## src/rtl/coreriscv_axi4_tl_pkg.sv

```systemverilog
// coreriscv_axi4_tl_pkg: TileLink Acquire field widths, constants and packed beat type
package coreriscv_axi4_tl_pkg;
  localparam int HDR_W = 2;
  localparam int ADDR_BLOCK_W = 26;
  localparam int XACT_ID_W = 1;
  localparam int ADDR_BEAT_W = 3;
  localparam int BUILTIN_W = 1;
  localparam int A_TYPE_W = 3;
  localparam int UNION_W = 12;
  localparam int DATA_W = 64;
  localparam logic [A_TYPE_W-1:0] ACQ_PUT_BLOCK = 3'h3;
  localparam int BEATS_PER_BLOCK = 8;
  typedef struct packed {
    logic [HDR_W-1:0] header_src;
    logic [HDR_W-1:0] header_dst;
    logic [ADDR_BLOCK_W-1:0] addr_block;
    logic [XACT_ID_W-1:0] client_xact_id;
    logic [ADDR_BEAT_W-1:0] addr_beat;
    logic [BUILTIN_W-1:0] is_builtin_type;
    logic [A_TYPE_W-1:0] a_type;
    logic [UNION_W-1:0] union_bits;
    logic [DATA_W-1:0] data;
  } acq_beat_t;
  function automatic logic is_multi(acq_beat_t b);
    return b.is_builtin_type[0] && b.a_type == ACQ_PUT_BLOCK;
  endfunction
endpackage

```

## src/rtl/coreriscv_axi4_acquire_fifo_ram.sv

```systemverilog
// coreriscv_axi4_acquire_fifo_ram: DEPTH x Acquire-beat storage, synchronous write, asynchronous read
module coreriscv_axi4_acquire_fifo_ram
  import coreriscv_axi4_tl_pkg::*;
#(
  parameter int DEPTH = 16,
  parameter int AW = $clog2(DEPTH)
) (
  input  logic clk,
  input  logic we_i,
  input  logic [AW-1:0] waddr_i,
  input  acq_beat_t wdata_i,
  input  logic [AW-1:0] raddr_i,
  output acq_beat_t rdata_o
);
  acq_beat_t mem [DEPTH];
  always_ff @(posedge clk) if (we_i) mem[waddr_i] <= wdata_i;
  assign rdata_o = mem[raddr_i];
endmodule

```

## src/rtl/coreriscv_axi4_acquire_saf_queue.sv

```systemverilog
// coreriscv_axi4_acquire_saf_queue: store-and-forward Acquire FIFO releasing only complete messages
module coreriscv_axi4_acquire_saf_queue
  import coreriscv_axi4_tl_pkg::*;
#(
  parameter int DEPTH = 16,
  parameter int CNT_W = $clog2(DEPTH) + 1
) (
  input  logic clk,
  input  logic reset,
  output logic io_in_ready,
  input  logic io_in_valid,
  input  logic [1:0] io_in_bits_header_src,
  input  logic [1:0] io_in_bits_header_dst,
  input  logic [25:0] io_in_bits_payload_addr_block,
  input  logic [0:0] io_in_bits_payload_client_xact_id,
  input  logic [2:0] io_in_bits_payload_addr_beat,
  input  logic [0:0] io_in_bits_payload_is_builtin_type,
  input  logic [2:0] io_in_bits_payload_a_type,
  input  logic [11:0] io_in_bits_payload_union,
  input  logic [63:0] io_in_bits_payload_data,
  input  logic io_out_ready,
  output logic io_out_valid,
  output logic [1:0] io_out_bits_header_src,
  output logic [1:0] io_out_bits_header_dst,
  output logic [25:0] io_out_bits_payload_addr_block,
  output logic [0:0] io_out_bits_payload_client_xact_id,
  output logic [2:0] io_out_bits_payload_addr_beat,
  output logic [0:0] io_out_bits_payload_is_builtin_type,
  output logic [2:0] io_out_bits_payload_a_type,
  output logic [11:0] io_out_bits_payload_union,
  output logic [63:0] io_out_bits_payload_data,
  output logic [CNT_W-1:0] io_count,
  output logic [CNT_W-1:0] io_msgs
);
  localparam int AW = $clog2(DEPTH);
  localparam logic [2:0] LAST_BEAT = 3'(BEATS_PER_BLOCK - 1);
  if (DEPTH < 8 || (DEPTH & (DEPTH - 1)) != 0) begin : g_bad_depth
    $error("DEPTH must be a power of 2 and at least 8");
  end
  logic [AW-1:0] wr_ptr_q, wr_ptr_d, rd_ptr_q, rd_ptr_d;
  logic [CNT_W-1:0] count_q, count_d, msgs_q, msgs_d;
  logic [2:0] in_beat_q, in_beat_d, out_beat_q, out_beat_d;
  logic enq, deq, in_multi, out_multi, in_last, out_last;
  acq_beat_t in_w, head_w;
  assign in_w = '{
    header_src: io_in_bits_header_src,
    header_dst: io_in_bits_header_dst,
    addr_block: io_in_bits_payload_addr_block,
    client_xact_id: io_in_bits_payload_client_xact_id,
    addr_beat: io_in_bits_payload_addr_beat,
    is_builtin_type: io_in_bits_payload_is_builtin_type,
    a_type: io_in_bits_payload_a_type,
    union_bits: io_in_bits_payload_union,
    data: io_in_bits_payload_data
  };
  always_comb begin
    io_in_ready = count_q != CNT_W'(DEPTH);
    io_out_valid = count_q != '0 && msgs_q != '0;
    enq = io_in_valid && io_in_ready;
    deq = io_out_valid && io_out_ready;
    in_multi = is_multi(in_w);
    out_multi = is_multi(head_w);
    in_last = !in_multi || in_beat_q == LAST_BEAT;
    out_last = !out_multi || out_beat_q == LAST_BEAT;
    wr_ptr_d = enq ? wr_ptr_q + AW'(1) : wr_ptr_q;
    rd_ptr_d = deq ? rd_ptr_q + AW'(1) : rd_ptr_q;
    in_beat_d = enq && in_multi ? (in_last ? 3'd0 : in_beat_q + 3'd1) : in_beat_q;
    out_beat_d = deq && out_multi ? (out_last ? 3'd0 : out_beat_q + 3'd1) : out_beat_q;
    count_d = count_q + CNT_W'(enq) - CNT_W'(deq);
    msgs_d = msgs_q + CNT_W'(enq && in_last) - CNT_W'(deq && out_last);
  end
  always_ff @(posedge clk or posedge reset) begin
    if (reset) begin
      wr_ptr_q <= '0;
      rd_ptr_q <= '0;
      count_q <= '0;
      msgs_q <= '0;
      in_beat_q <= '0;
      out_beat_q <= '0;
    end else begin
      wr_ptr_q <= wr_ptr_d;
      rd_ptr_q <= rd_ptr_d;
      count_q <= count_d;
      msgs_q <= msgs_d;
      in_beat_q <= in_beat_d;
      out_beat_q <= out_beat_d;
    end
  end
  always_ff @(posedge clk) begin
    if (!reset) begin
      assert (!(io_in_valid && count_q == CNT_W'(DEPTH) && enq));
      assert (msgs_q <= count_q);
      assert (!(enq && in_multi) || io_in_bits_payload_addr_beat == in_beat_q);
    end
  end
  coreriscv_axi4_acquire_fifo_ram #(.DEPTH(DEPTH), .AW(AW)) u_ram (
    .clk(clk),
    .we_i(enq),
    .waddr_i(wr_ptr_q),
    .wdata_i(in_w),
    .raddr_i(rd_ptr_q),
    .rdata_o(head_w)
  );
  assign io_out_bits_header_src = head_w.header_src;
  assign io_out_bits_header_dst = head_w.header_dst;
  assign io_out_bits_payload_addr_block = head_w.addr_block;
  assign io_out_bits_payload_client_xact_id = head_w.client_xact_id;
  assign io_out_bits_payload_addr_beat = head_w.addr_beat;
  assign io_out_bits_payload_is_builtin_type = head_w.is_builtin_type;
  assign io_out_bits_payload_a_type = head_w.a_type;
  assign io_out_bits_payload_union = head_w.union_bits;
  assign io_out_bits_payload_data = head_w.data;
  assign io_count = count_q;
  assign io_msgs = msgs_q;
endmodule

```

## config.mk

```make
export PLATFORM = sky130hd
export DESIGN_NAME = coreriscv_axi4_acquire_saf_queue
export DESIGN_NICKNAME = d
export VERILOG_FILES = /design/src/rtl/coreriscv_axi4_tl_pkg.sv /design/src/rtl/coreriscv_axi4_acquire_fifo_ram.sv /design/src/rtl/coreriscv_axi4_acquire_saf_queue.sv
export SDC_FILE = /design/constraint.sdc
export NUM_CORES = 2
export LEC_CHECK = 0
export CAP_MARGIN = 15
export CORE_MARGIN = 2
export CORE_UTILIZATION = 61
export CTS_CLUSTER_DIAMETER = 30
export DETAILED_ROUTE_END_ITERATION = 8
export MAX_ROUTING_LAYER = met4
export PLACE_DENSITY = 0.87
export RECOVER_POWER = 50
export SYNTH_ARGS = -nofsm -noshare
export SYNTH_HDL_FRONTEND = slang
export SYNTH_HIERARCHICAL = 1
export SYNTH_SLANG_ARGS = --single-unit
export TNS_END_PERCENT = 100
```

## constraint.sdc

```tcl
create_clock -name clk -period 11.1 [get_ports clk]
set_clock_uncertainty 0.15 [all_clocks]
set_input_delay 2.775 -clock clk [delete_from_list [all_inputs] [get_ports clk]]
set_output_delay 2.775 -clock clk [all_outputs]
set_load 0.02 [all_outputs]
```

==> results by group <==
Global route
  • Vias in the first global route: 37,770
  • First-pass GRT wire length: 262,000 um
  • GRT Residual Overflow: 0
  • Antenna violations before repair: 38
  • Largest net degree at the start of global routing: 170
  • Total GRT Usage: 32.57%

Worst setup path
  • CP Class: reg -> out
  • Crit. Startpoint: rd_ptr_q[1]
  • Crit path depth: 6
  • CP endpoint kind: output pin
  • Slowest CP cell: dfrtp_4
  • R2R cell count: 14
  • Bufs and invs on worst path: 3
  • Crit-path cells: buf_12 -> buf_4 -> mux4_2 -> a22oi_1 -> nand2_1 -> clkdlybuf4s50_1
  • Family with the most delay on the worst path: buffers and inverters
  • Required time worst endpoint: 8.18 ns
  • RR Startpoint: rd_ptr_q[3]
  • CP startpoint kind: register
  • Worst reg2reg path endpoint: io_msgs[4]
  • CP max stage delay: 0.85 ns
  • CP endpoint: io_out_bits_payload_data[38]
  • CP arrival: 4.75 ns
  • R2r setup slk: 5.74 ns
  • CP max FO: 133

Pwr
  • Reg power frac: 34.8%
  • P_leak: 0.02735 uW
  • Psw: 7778 uW
  • Internal: 17,680 uW
  • Power, Total: 25,460 uW
  • Clock power share: 37.9%
  • Peak VDD IR: 217.8 uV
  • Gate power share: 27.3%
  • PwrDens: 302.2 nW/um^2
  • Switch share: 30.56%

Detailed routing
  • Post-DR vias/cell: 6.774
  • Avg WL per Cell: 35.00 um
  • DR pass1 iterations: 6
  • Routed WL: 180,100 um
  • Initial DRC count: 4,753
  • Post-route DRC: 0
  • Remaining antenna violation count after routing: 0
  • Via Count: 34,870

Yosys
  • Ys flop type: edfxtp_1
  • Synth Warn #: 6
  • Seq/Total Area, Yosys: 79.66%
  • Yosys reg bits: 1,848
  • Cell Area, Synth: 69,510 um^2
  • Syn_area_per_cell: 23.81 um^2
  • Netlist cell types: 36
  • Cells after Synth: 2,919
  • Syn nets: 3,057
  • Number of flops mapped to enable cells by yosys: 1,824
  • Post-synth top area share: 78.80%
  • Async SR Flop Fraction: 1.299%
  • Top cells by area, synth: edfxtp_1 79%, mux4_2 15%, a22oi_1 2.5%, dfrtp_1 0.86%, nand2_1 0.65%
  • Yosys top cell by area: edfxtp_1

Floorplanning
  • Initial Util: 61.62%
  • Core area: 112,800 um^2
  • Die footprint: 116,700 um^2
  • Die Wd: 341.6 um
  • Cell Rows: 123
  • I/O Pins: 244
  • DIE HEIGHT: 341.6 um

Clocking
  • Root Buffer Master: clkbuf_16
  • Clock transition at path regs: 0.05 ns
  • Total setup buffers inserted after CTS: 0
  • Clk sink count: 1,848
  • Clock latency on the worst-skew pair: 0.90 ns
  • H-tree levels: 5
  • CTS buffer count: 320
  • CTS resizes: 0
  • Cts hold-fix bufs: 0
  • Clock buffer depth: 4
  • CTS tree: built

STA
  • Setup TNS: 0 ns
  • Period Utilization, post-route: 69.15%
  • Worst Tran Pin Value: 2.706 ns
  • FMAX: 130.3 MHz
  • Fin crit period: 7.675 ns
  • Max_slew headroom: -80.42%
  • Final Hold Viols: 0
  • Fin. max-slew vios: 109
  • RSZ-0062 raised after global routing: false
  • Worst setup margin: 3.425 ns
  • Final setup fails: 0

Placement
  • Post-DP Area: 73,660 um^2
  • Pre-CTS setup slack: 4.564 ns
  • Placer Congestion: 0.7490
  • Hpwl dp: 75,090 um
  • IO Port Bufs: 243

Cells and area
  • Fillers: 5,499
  • Area of the multi-input gates: 13,360 um^2
  • Layout Nets: 3,514
  • Share of layout cells above drive strength 1: 28.29%
  • Fin util: 74.69%
  • Area Overhead vs Synth: 21.20%
  • Cell area after layout: 84,250 um^2
  • Sequential standard cell area: 55,380 um^2

Outcome
  • Violated checks: capacitance limit, slew limit
  • Status: complete, but fails checks

Hold path
  • Hold Path Class: reg -> reg

Run
  • Max-cap violations: 4
==> through the flow <==
stage | hold WS (ns) | cells
2_1_floorplan | 0.3038 | 2919
3_3_place_gp | 0.3208 | 4554
3_5_place_dp | 0.3410 | 4554
4_1_cts | 0.3640 | 5113
5_1_grt | 0.3753 | 5142
6_report | 0.3664 | 5147
==> how the worst min path moves through the flow <==
stage          depth (start not counted)             to     startpoint  slack (ns)
6_report                               1   in_beat_q[1]   in_beat_q[1]        0.37
5_1_grt                                1   in_beat_q[1]   in_beat_q[1]        0.38
4_1_cts                                1   in_beat_q[1]   in_beat_q[1]        0.36
3_5_place_dp                           2  out_beat_q[1]  out_beat_q[1]        0.34
3_3_place_gp                           2  out_beat_q[2]  out_beat_q[2]        0.32
2_1_floorplan                          2  out_beat_q[1]  out_beat_q[1]        0.30
==> Yosys cell counts (all sizes together) (4+ instances only) <==
cell and count:
buf 107, xnor2 8, mux2 5, clkbuf 47
nor3 5, nand2b 4, a21oi 4, nor2 18
ha 18, inv 16, edfxtp 1824, nand2 120
nor2b 4, dfrtp 24, xor2 6, a22oi 228
mux4 456
==> layout make-up <==
class                           count  share of cell area (%)
Antenna cell                       34                  0.1010
Clock buffer                      356                   9.852
Clock inverter                    203                   2.652
Inverter                           16                 0.07128
Multi-Input combinational cell    901                   15.86
Sequential cell                  1848                   65.73
Tap cell                         1500                   2.228
Timing Repair Buffer              289                   3.502
==> cell usage in the layout (no fill, tap or decap), types with 3 or more instances in the layout <==
cell type	instances
ha_1	18
clkinv_1	36
buf_12	15
nand2_1	120
a21o_1	3
clkinv_2	36
diode_2	34
inv_6	25
nor3_4	4
xnor2_1	8
clkbuf_16	326
clkdlybuf4s50_1	126
nor2_1	6
clkinvlp_4	27
edfxtp_1	1824
mux2_2	5
o21ai_0	3
nor2_4	12
nand2b_1	4
clkbuf_1	31
a22oi_1	228
clkinv_4	33
clkinv_8	5
dlygate4sd3_1	117
mux4_2	456
a21oi_1	4
buf_4	27
dfrtp_1	22
bufinv_16	35
inv_1	16
clkbuf_8	3
inv_8	5
xor2_1	6
==> flip-flops by register name (all words and copies together) (netlist names) <==
signal	flops
io_count	5
io_msgs	5
u_ram/mem	1824
wr_ptr_q	4
in_beat_q	3
rd_ptr_q	4
out_beat_q	3
==> power by group through the flow <==
stage | sequential [uW] | combinational (uW) | clock [uW]
after detailed placement | 8910 | 6790 | 0
after global placement | 8840 | 6680 | 0
after global routing | 8890 | 7260 | 10000
after floorplan | 8880 | 4390 | 0
final | 8850 | 6960 | 9650
after CTS | 8850 | 6980 | 9730
==> kinds of logic (layout without fill, tap and decap cells) <==
logic type               count (synthesis)  count (layout)  share of synthesized area, %
flip-flops                            1848            1848                         79.66
AND/OR/NAND/NOR                        166             166                         1.031
other                                    0              34                             0
adder cells (fa/ha/maj)                 20              20                        0.3816
XOR/XNOR                                14              14                        0.1764
AO/OA/AOI/OAI                          240             240                         2.567
multiplexers                           461             461                         14.86
buffers and inverters                  170             864                         1.328
==> per-layer routing <==
metal	vias up	share of wire [%]	track usage (%)
li1	13610	-	-
met1	18270	34	39.97
met2	2532	52	53.09
met3	454	9.7	6.583
met4	0	4.0	14.70
met5	-	0	-
No activity file was read; power rests on OpenSTA's default activity.
